[config.mk]
export PLATFORM = sky130hd
export DESIGN_NAME = accum_nd
export DESIGN_NICKNAME = d
export VERILOG_FILES = /design/src/rtl/accum_nd.sv
export SDC_FILE = /design/constraint.sdc
export NUM_CORES = 1
export LEC_CHECK = 0
export ABC_AREA = 1
export BUFFER_PORTS_ARGS = -buffer_cell sky130_fd_sc_hd__buf_2
export CORE_UTILIZATION = 55
export CTS_CLUSTER_DIAMETER = 40
export DETAILED_ROUTE_END_ITERATION = 12
export HOLD_SLACK_MARGIN = 0.15
export PLACE_DENSITY_LB_ADDON = 0.15
export SLEW_MARGIN = 20
export SYNTH_ARGS = -nofsm -noshare
export SYNTH_HDL_FRONTEND = slang
export SYNTH_SLANG_ARGS = --single-unit
[constraint.sdc]
create_clock -name clk -period 7.2 [get_ports clk]
set_input_delay 0.36 -clock clk [delete_from_list [all_inputs] [get_ports clk]]
set_output_delay 0.36 -clock clk [all_outputs]
set_load 0.03 [all_outputs]
[src/rtl/accum_nd.sv]
// accum_nd: multi-channel accumulator with a four-phase en/done handshake.
// One operation (ADD, SUB, LOAD, CLEAR) is applied per handshake to the channel
// selected by ch. Each channel keeps a sticky overflow/underflow flag.
// Optional feature: define ACCUM_SAT_EN to saturate results instead of wrapping.
module accum_nd #(
    parameter int unsigned ACCUM_WIDTH = 64,
    parameter int unsigned ADD_WIDTH   = 32,
    parameter int unsigned CHANNELS    = 4,
    localparam int unsigned CH_W       = (CHANNELS > 1) ? $clog2(CHANNELS) : 1
) (
    input  logic                            clk,
    input  logic                            reset_l,
    input  logic                            en,
    input  logic [1:0]                      op,
    input  logic [CH_W-1:0]                 ch,
    input  logic [ADD_WIDTH-1:0]            operand,
    output logic [CHANNELS*ACCUM_WIDTH-1:0] accum,
    output logic [CHANNELS-1:0]             ovf,
    output logic                            done,
    output logic                            err
);

    typedef enum logic [1:0] {
        StIdle,
        StExec,
        StDone
    } state_t;

    typedef enum logic [1:0] {
        OpAdd   = 2'b00,
        OpSub   = 2'b01,
        OpLoad  = 2'b10,
        OpClear = 2'b11
    } op_t;

    state_t                 r_state;
    state_t                 w_state_nxt;
    logic [1:0]             r_op;
    logic [CH_W-1:0]        r_ch;
    logic [ADD_WIDTH-1:0]   r_operand;
    logic [ACCUM_WIDTH-1:0] r_acc [CHANNELS];
    logic [ACCUM_WIDTH-1:0] w_acc_nxt [CHANNELS];
    logic [CHANNELS-1:0]    r_ovf;
    logic [CHANNELS-1:0]    w_ovf_nxt;
    logic                   r_done;
    logic                   w_done_nxt;
    logic                   r_err;
    logic                   w_err_nxt;

    logic                   w_bad_ch;
    logic [ACCUM_WIDTH-1:0] w_sel_acc;
    logic                   w_sel_ovf;
    logic [ACCUM_WIDTH-1:0] w_ext;
    logic [ACCUM_WIDTH:0]   w_sum;
    logic [ACCUM_WIDTH:0]   w_diff;
    logic [ACCUM_WIDTH-1:0] w_res;
    logic                   w_res_ovf;

    assign w_bad_ch = (32'(r_ch) >= CHANNELS);
    assign w_ext    = ACCUM_WIDTH'(r_operand);
    // One extra bit catches the carry of ADD and the borrow of SUB.
    assign w_sum    = {1'b0, w_sel_acc} + {1'b0, w_ext};
    assign w_diff   = {1'b0, w_sel_acc} - {1'b0, w_ext};

    // Select the addressed channel's accumulator and flag; zero when out of range.
    always_comb begin
        w_sel_acc = '0;
        w_sel_ovf = 1'b0;
        for (int unsigned k = 0; k < CHANNELS; k++) begin
            if (32'(r_ch) == k) begin
                w_sel_acc = r_acc[k];
                w_sel_ovf = r_ovf[k];
            end
        end
    end

    // Compute the result and new sticky flag for the captured operation.
    always_comb begin
        w_res     = w_sel_acc;
        w_res_ovf = w_sel_ovf;
        unique case (op_t'(r_op))
            OpAdd: begin
`ifdef ACCUM_SAT_EN
                w_res = w_sum[ACCUM_WIDTH] ? '1 : w_sum[ACCUM_WIDTH-1:0];
`else
                w_res = w_sum[ACCUM_WIDTH-1:0];
`endif
                w_res_ovf = w_sel_ovf | w_sum[ACCUM_WIDTH];
            end
            OpSub: begin
`ifdef ACCUM_SAT_EN
                w_res = w_diff[ACCUM_WIDTH] ? '0 : w_diff[ACCUM_WIDTH-1:0];
`else
                w_res = w_diff[ACCUM_WIDTH-1:0];
`endif
                w_res_ovf = w_sel_ovf | w_diff[ACCUM_WIDTH];
            end
            OpLoad: begin
                w_res     = w_ext;
                w_res_ovf = 1'b0;
            end
            OpClear: begin
                w_res     = '0;
                w_res_ovf = 1'b0;
            end
        endcase
    end

    // Next-state logic for the handshake FSM and the accumulator bank.
    always_comb begin
        w_state_nxt = r_state;
        w_acc_nxt   = r_acc;
        w_ovf_nxt   = r_ovf;
        w_done_nxt  = r_done;
        w_err_nxt   = r_err;
        unique case (r_state)
            StIdle: begin
                if (en) begin
                    w_state_nxt = StExec;
                end
            end
            StExec: begin
                w_done_nxt  = 1'b1;
                w_err_nxt   = w_bad_ch;
                w_state_nxt = StDone;
                for (int unsigned k = 0; k < CHANNELS; k++) begin
                    if (!w_bad_ch && (32'(r_ch) == k)) begin
                        w_acc_nxt[k] = w_res;
                        w_ovf_nxt[k] = w_res_ovf;
                    end
                end
            end
            StDone: begin
                if (!en) begin
                    w_done_nxt  = 1'b0;
                    w_err_nxt   = 1'b0;
                    w_state_nxt = StIdle;
                end
            end
            default: begin
                w_state_nxt = StIdle;
            end
        endcase
    end

    // State, accumulator and status registers.
    always_ff @(posedge clk or negedge reset_l) begin
        if (!reset_l) begin
            r_state <= StIdle;
            r_acc   <= '{default: '0};
            r_ovf   <= '0;
            r_done  <= 1'b0;
            r_err   <= 1'b0;
        end else begin
            r_state <= w_state_nxt;
            r_acc   <= w_acc_nxt;
            r_ovf   <= w_ovf_nxt;
            r_done  <= w_done_nxt;
            r_err   <= w_err_nxt;
        end
    end

    // Capture the request in IDLE so later input changes cannot disturb it.
    always_ff @(posedge clk or negedge reset_l) begin
        if (!reset_l) begin
            r_op      <= '0;
            r_ch      <= '0;
            r_operand <= '0;
        end else if ((r_state == StIdle) && en) begin
            r_op      <= op;
            r_ch      <= ch;
            r_operand <= operand;
        end
    end

    for (genvar k = 0; k < CHANNELS; k++) begin : g_flat
        assign accum[k*ACCUM_WIDTH +: ACCUM_WIDTH] = r_acc[k];
    end

    assign ovf  = r_ovf;
    assign done = r_done;
    assign err  = r_err;

endmodule
==> run summary <==
Ranked by total cell area, the synthesized netlist is headed by sky130_fd_sc_hd__dfrtp_1 35%, sky130_fd_sc_hd__nand2_1 23%, sky130_fd_sc_hd__nand3_1 6.3%. The clock latency on the worst-skew pair is 0.63 ns. Dividing the detail-routed via count by the number of cells gives 6.13. The count of pins over their slew limit came out at 0.

The TritonCTS clock tree is built. The H-tree was split into 2 levels. Headroom to the max-slew limit came out at 20.8%. The count of input and output buffers is 299. The initial antenna violation count is 3. The number of hold-slack violations in the final timing report was 0. The flip-flop cell with the highest count after synthesis is sky130_fd_sc_hd__dfrtp_1. The final wirelength came out at 95500 um. The endpoint type of the worst setup path is a register. The worst min-delay path class is in2async. In this run, post-CTS repair resized a total of 0 instances. Along the worst path, the maximum fanout reaches 51. In this design, the critical path's most frequently occurring cell is sky130_fd_sc_hd__nand2_1.

The netlist area before placement is 0.0215 mm^2. The number of unique standard cell types used by synthesis came out at 53. The count of hold-fix buffers inserted at cts came out at 38. The endpoint identified for the worst register-to-register timing path is accum[121]$_DFFE_PN0P_. The run finished with clean final reports. The number of top-level pins came out at 301.

Setup repair after global routing left no endpoint under its margin. The net count after synthesis came out at 3426. Buffers added to address setup during post-CTS repair amount to 0.

The startpoint of the lowest-slack register-to-register path is r_ch[1]$_DFFE_PN0P_. The via count of the first global-routing pass is 23.7k. For the worst setup path, the data required time is 7.75 ns. The total DRC errors in the routed layout came out at 0. The final routed wire length divided by cell count is 23.0 um. The number of enable flip-flop cells after synthesis is 0. The cell class contributing the biggest share of worst-path delay is simple AND/OR/NAND/NOR gates. The routed via count came out at 25.5k. The weighted congestion reported at the end of routability-driven placement is 1.10. Counting along the longest clock path gives a buffer depth of 3. The startpoint-to-endpoint class of the critical path is reg2reg. The Yosys step of the flow raised 0 warnings. Clock-pin slew was measured on the worst setup and hold paths at 0.06 ns.

The register-to-register setup slack came out at 1.82 ns. The maximum number of pins on one net before global-route repair came out at 153. The setup skew after layout is 0.0580 ns. The largest individual stage delay along the critical path comes from the cell sky130_fd_sc_hd__inv_4. The first-pass GRT wire length is 140000 um. Each instance of the synthesized netlist takes up on average 6.48 um^2. The final total negative setup slack came out at 0 ns. The global-route congestion overflow total came out at 0. Clock tree synthesis inserted a total of 49 buffers. Of the synthesized area, sequential elements account for 34.7%. The number of buffer and inverter stages on the critical path came out at 2. STA classifies the critical path startpoint as a register. The max-capacitance violation count came out at 0. The number of nets in the finished design is 3696. The register bit count reported by yosys came out at 299.

The core region is 0.0386 mm^2. The critical path goes through inv_4, nor2_2, inv_1, o22ai_1, o22ai_1, ha_1, nand2_1, nor2_1, nand3_1, nand3b_1, nand2_1, nand3_1, nand2_1, nand3_1, nand3_1, nand2_2, nand2_1, nand2_1. The period utilization is 74.8%. The clock sink total came out at 299. In this run the clock root is driven by a sky130_fd_sc_hd__clkbuf_16. The layout-stage area growth over the synthesis result is 17.9%. The violation count after the first detailed-routing iteration is 3614. The floorplan die height came out at 200 um. The standard-cell row count came out at 72. The share of Yosys cell area claimed by the top area cell type is 34.7%.

The detailed-placement wirelength estimate came out at 69600 um. The number of iterations in the first detailed-routing pass came out at 9. For this run, the slowest stage of the critical path takes 0.61 ns.

For this configuration, the core starts out at a cell density of 55.7%. The most used standard cell by instance count after synthesis is sky130_fd_sc_hd__nand2_1. The arrival time reported for the critical path endpoint came out at 5.93 ns. In the final layout, the share of cells above drive strength 1 is 15.5%. The post-layout minimum cycle time is 5.38 ns. The number of failing setup endpoints in the final timing report came out at 0.

Based on the critical path, the design can be clocked at up to 186 MHz. For the pin with the worst max-slew slack, the measured transition is 1.19 ns. Once detail routing completed, the nets flagged for antenna violations numbered 0.

By count the netlist is led by 1341 x sky130_fd_sc_hd__nand2_1, 317 x sky130_fd_sc_hd__inv_1, 299 x sky130_fd_sc_hd__dfrtp_1, 273 x sky130_fd_sc_hd__nand3_1, 251 x sky130_fd_sc_hd__nor2_1. The synthesized instance count came out at 3321. The die covers 0.0400 mm^2. The leading area contributor after synthesis is sky130_fd_sc_hd__dfrtp_1. The share of flip-flops with an asynchronous set or reset after synthesis is 100%. The depth of the worst register-to-register path came out at 18. The die extent in x came out at 200 um. The overall routing resource usage came out at 47.2%.
metal layers:
layer  share of wire [%]  routed length (um)  global-route usage, %  vias up
met3                  16               15600                   18.9      353
met2                  41               39000                   65.8     1985
met1                  38               36700                   63.6    12000
li1                    -                   -                      -    11100
met4                 4.4                4170                   21.9        0
met5                   0                   0                  0.494        -
cell usage in the layout (no fill, tap or decap), types with 13 or more instances in the layout:
cell and n:
sky130_fd_sc_hd__nand2_1 1341, sky130_fd_sc_hd__nand4_2 17, sky130_fd_sc_hd__clkbuf_16 49, sky130_fd_sc_hd__nand4_1 25, sky130_fd_sc_hd__a21oi_1 110, sky130_fd_sc_hd__buf_2 298, sky130_fd_sc_hd__nand3_2 23, sky130_fd_sc_hd__nor2_1 245
sky130_fd_sc_hd__nor2_2 37, sky130_fd_sc_hd__nor3_1 14, sky130_fd_sc_hd__o21ai_1 20, sky130_fd_sc_hd__o21ai_0 200, sky130_fd_sc_hd__inv_1 317, sky130_fd_sc_hd__nand2_2 20, sky130_fd_sc_hd__dfrtp_1 297, sky130_fd_sc_hd__ha_1 64
sky130_fd_sc_hd__o22ai_1 53, sky130_fd_sc_hd__o211ai_1 17, sky130_fd_sc_hd__dlygate4sd3_1 38, sky130_fd_sc_hd__o21bai_1 13, sky130_fd_sc_hd__nand3_1 273, sky130_fd_sc_hd__buf_4 18
final cells by class:
type / instances / area (um^2)
Clock inverter: 40 / 547
Tap cell: 518 / 648
Multi-Input combinational cell: 2550 / 12100
Fill cell: 3369 / 13300
Antenna cell: 5 / 12.5
Sequential cell: 299 / 7480
Timing Repair Buffer: 356 / 2040
Inverter: 335 / 1260
Clock buffer: 52 / 1240
worst max-delay path by stage:
| stage | start | end | slack (ns) | cells after the start |
|---|---|---|---|---|
| after global routing | r_ch[1]$_DFFE_PN0P_ | accum[58]$_DFFE_PN0P_ | 1.67 | 21 |
| after global placement | r_ch[1]$_DFFE_PN0P_ | accum[87]$_DFFE_PN0P_ | 2.26 | 16 |
| after detailed placement | r_ch[1]$_DFFE_PN0P_ | accum[23]$_DFFE_PN0P_ | 2.20 | 16 |
| after floorplan | r_ch[1]$_DFFE_PN0P_ | accum[122]$_DFFE_PN0P_ | 3.93 | 23 |
| after CTS | r_ch[1]$_DFFE_PN0P_ | accum[186]$_DFFE_PN0P_ | 2.16 | 21 |
| final | r_ch[1]$_DFFE_PN0P_ | accum[121]$_DFFE_PN0P_ | 1.82 | 18 |
kinds of logic after synthesis:
kind of cell	count (synthesis)	share of synthesized area (%)
DFF	299	34.7
and+or+nand+nor	2035	40.6
muxes	1	0.0523
AOI/OAI and AO/OA	439	11.2
adders and majority gates	66	3.90
other	1	0.0174
buffers and inverters	472	9.09
xor gates and xnor gates	8	0.325
registers in the layout, indices dropped and copies added (netlist names):
register and flops:
ovf 4, r_operand 32, done 1, r_op 2, r_state 2, accum 256, r_ch 2
worst reg2reg max path: stages (launching register included):
cell and delay, ns:
sky130_fd_sc_hd__dfrtp_2 0.46, sky130_fd_sc_hd__inv_4 0.61, sky130_fd_sc_hd__nor2_2 0.24, sky130_fd_sc_hd__inv_1 0.56, sky130_fd_sc_hd__o22ai_1 0.15, sky130_fd_sc_hd__o22ai_1 0.58
sky130_fd_sc_hd__ha_1 0.44, sky130_fd_sc_hd__nand2_1 0.13, sky130_fd_sc_hd__nor2_1 0.35, sky130_fd_sc_hd__nand3_1 0.27, sky130_fd_sc_hd__nand3b_1 0.28, sky130_fd_sc_hd__nand2_1 0.09
sky130_fd_sc_hd__nand3_1 0.29, sky130_fd_sc_hd__nand2_1 0.20, sky130_fd_sc_hd__nand3_1 0.13, sky130_fd_sc_hd__nand3_1 0.12, sky130_fd_sc_hd__nand2_2 0.25, sky130_fd_sc_hd__nand2_1 0.09
sky130_fd_sc_hd__nand2_1 0.10
stage by stage:
stage	instance area (um^2)	instances	setup slack (ns)	util (%)	hold WS (ns)
floorplan	21500	3321	3.93	-	0.0644
global placement	23200	4020	2.26	60.0	0.406
detailed placement	23200	4020	2.20	60.0	0.414
CTS	25400	4150	2.16	65.6	0.371
global route	25400	4153	1.67	65.7	0.402
finish	25400	4155	1.82	65.7	0.329
Power is not shown: default switching activity piles up to over one toggle a cycle in this logic, so the estimate is an artifact.
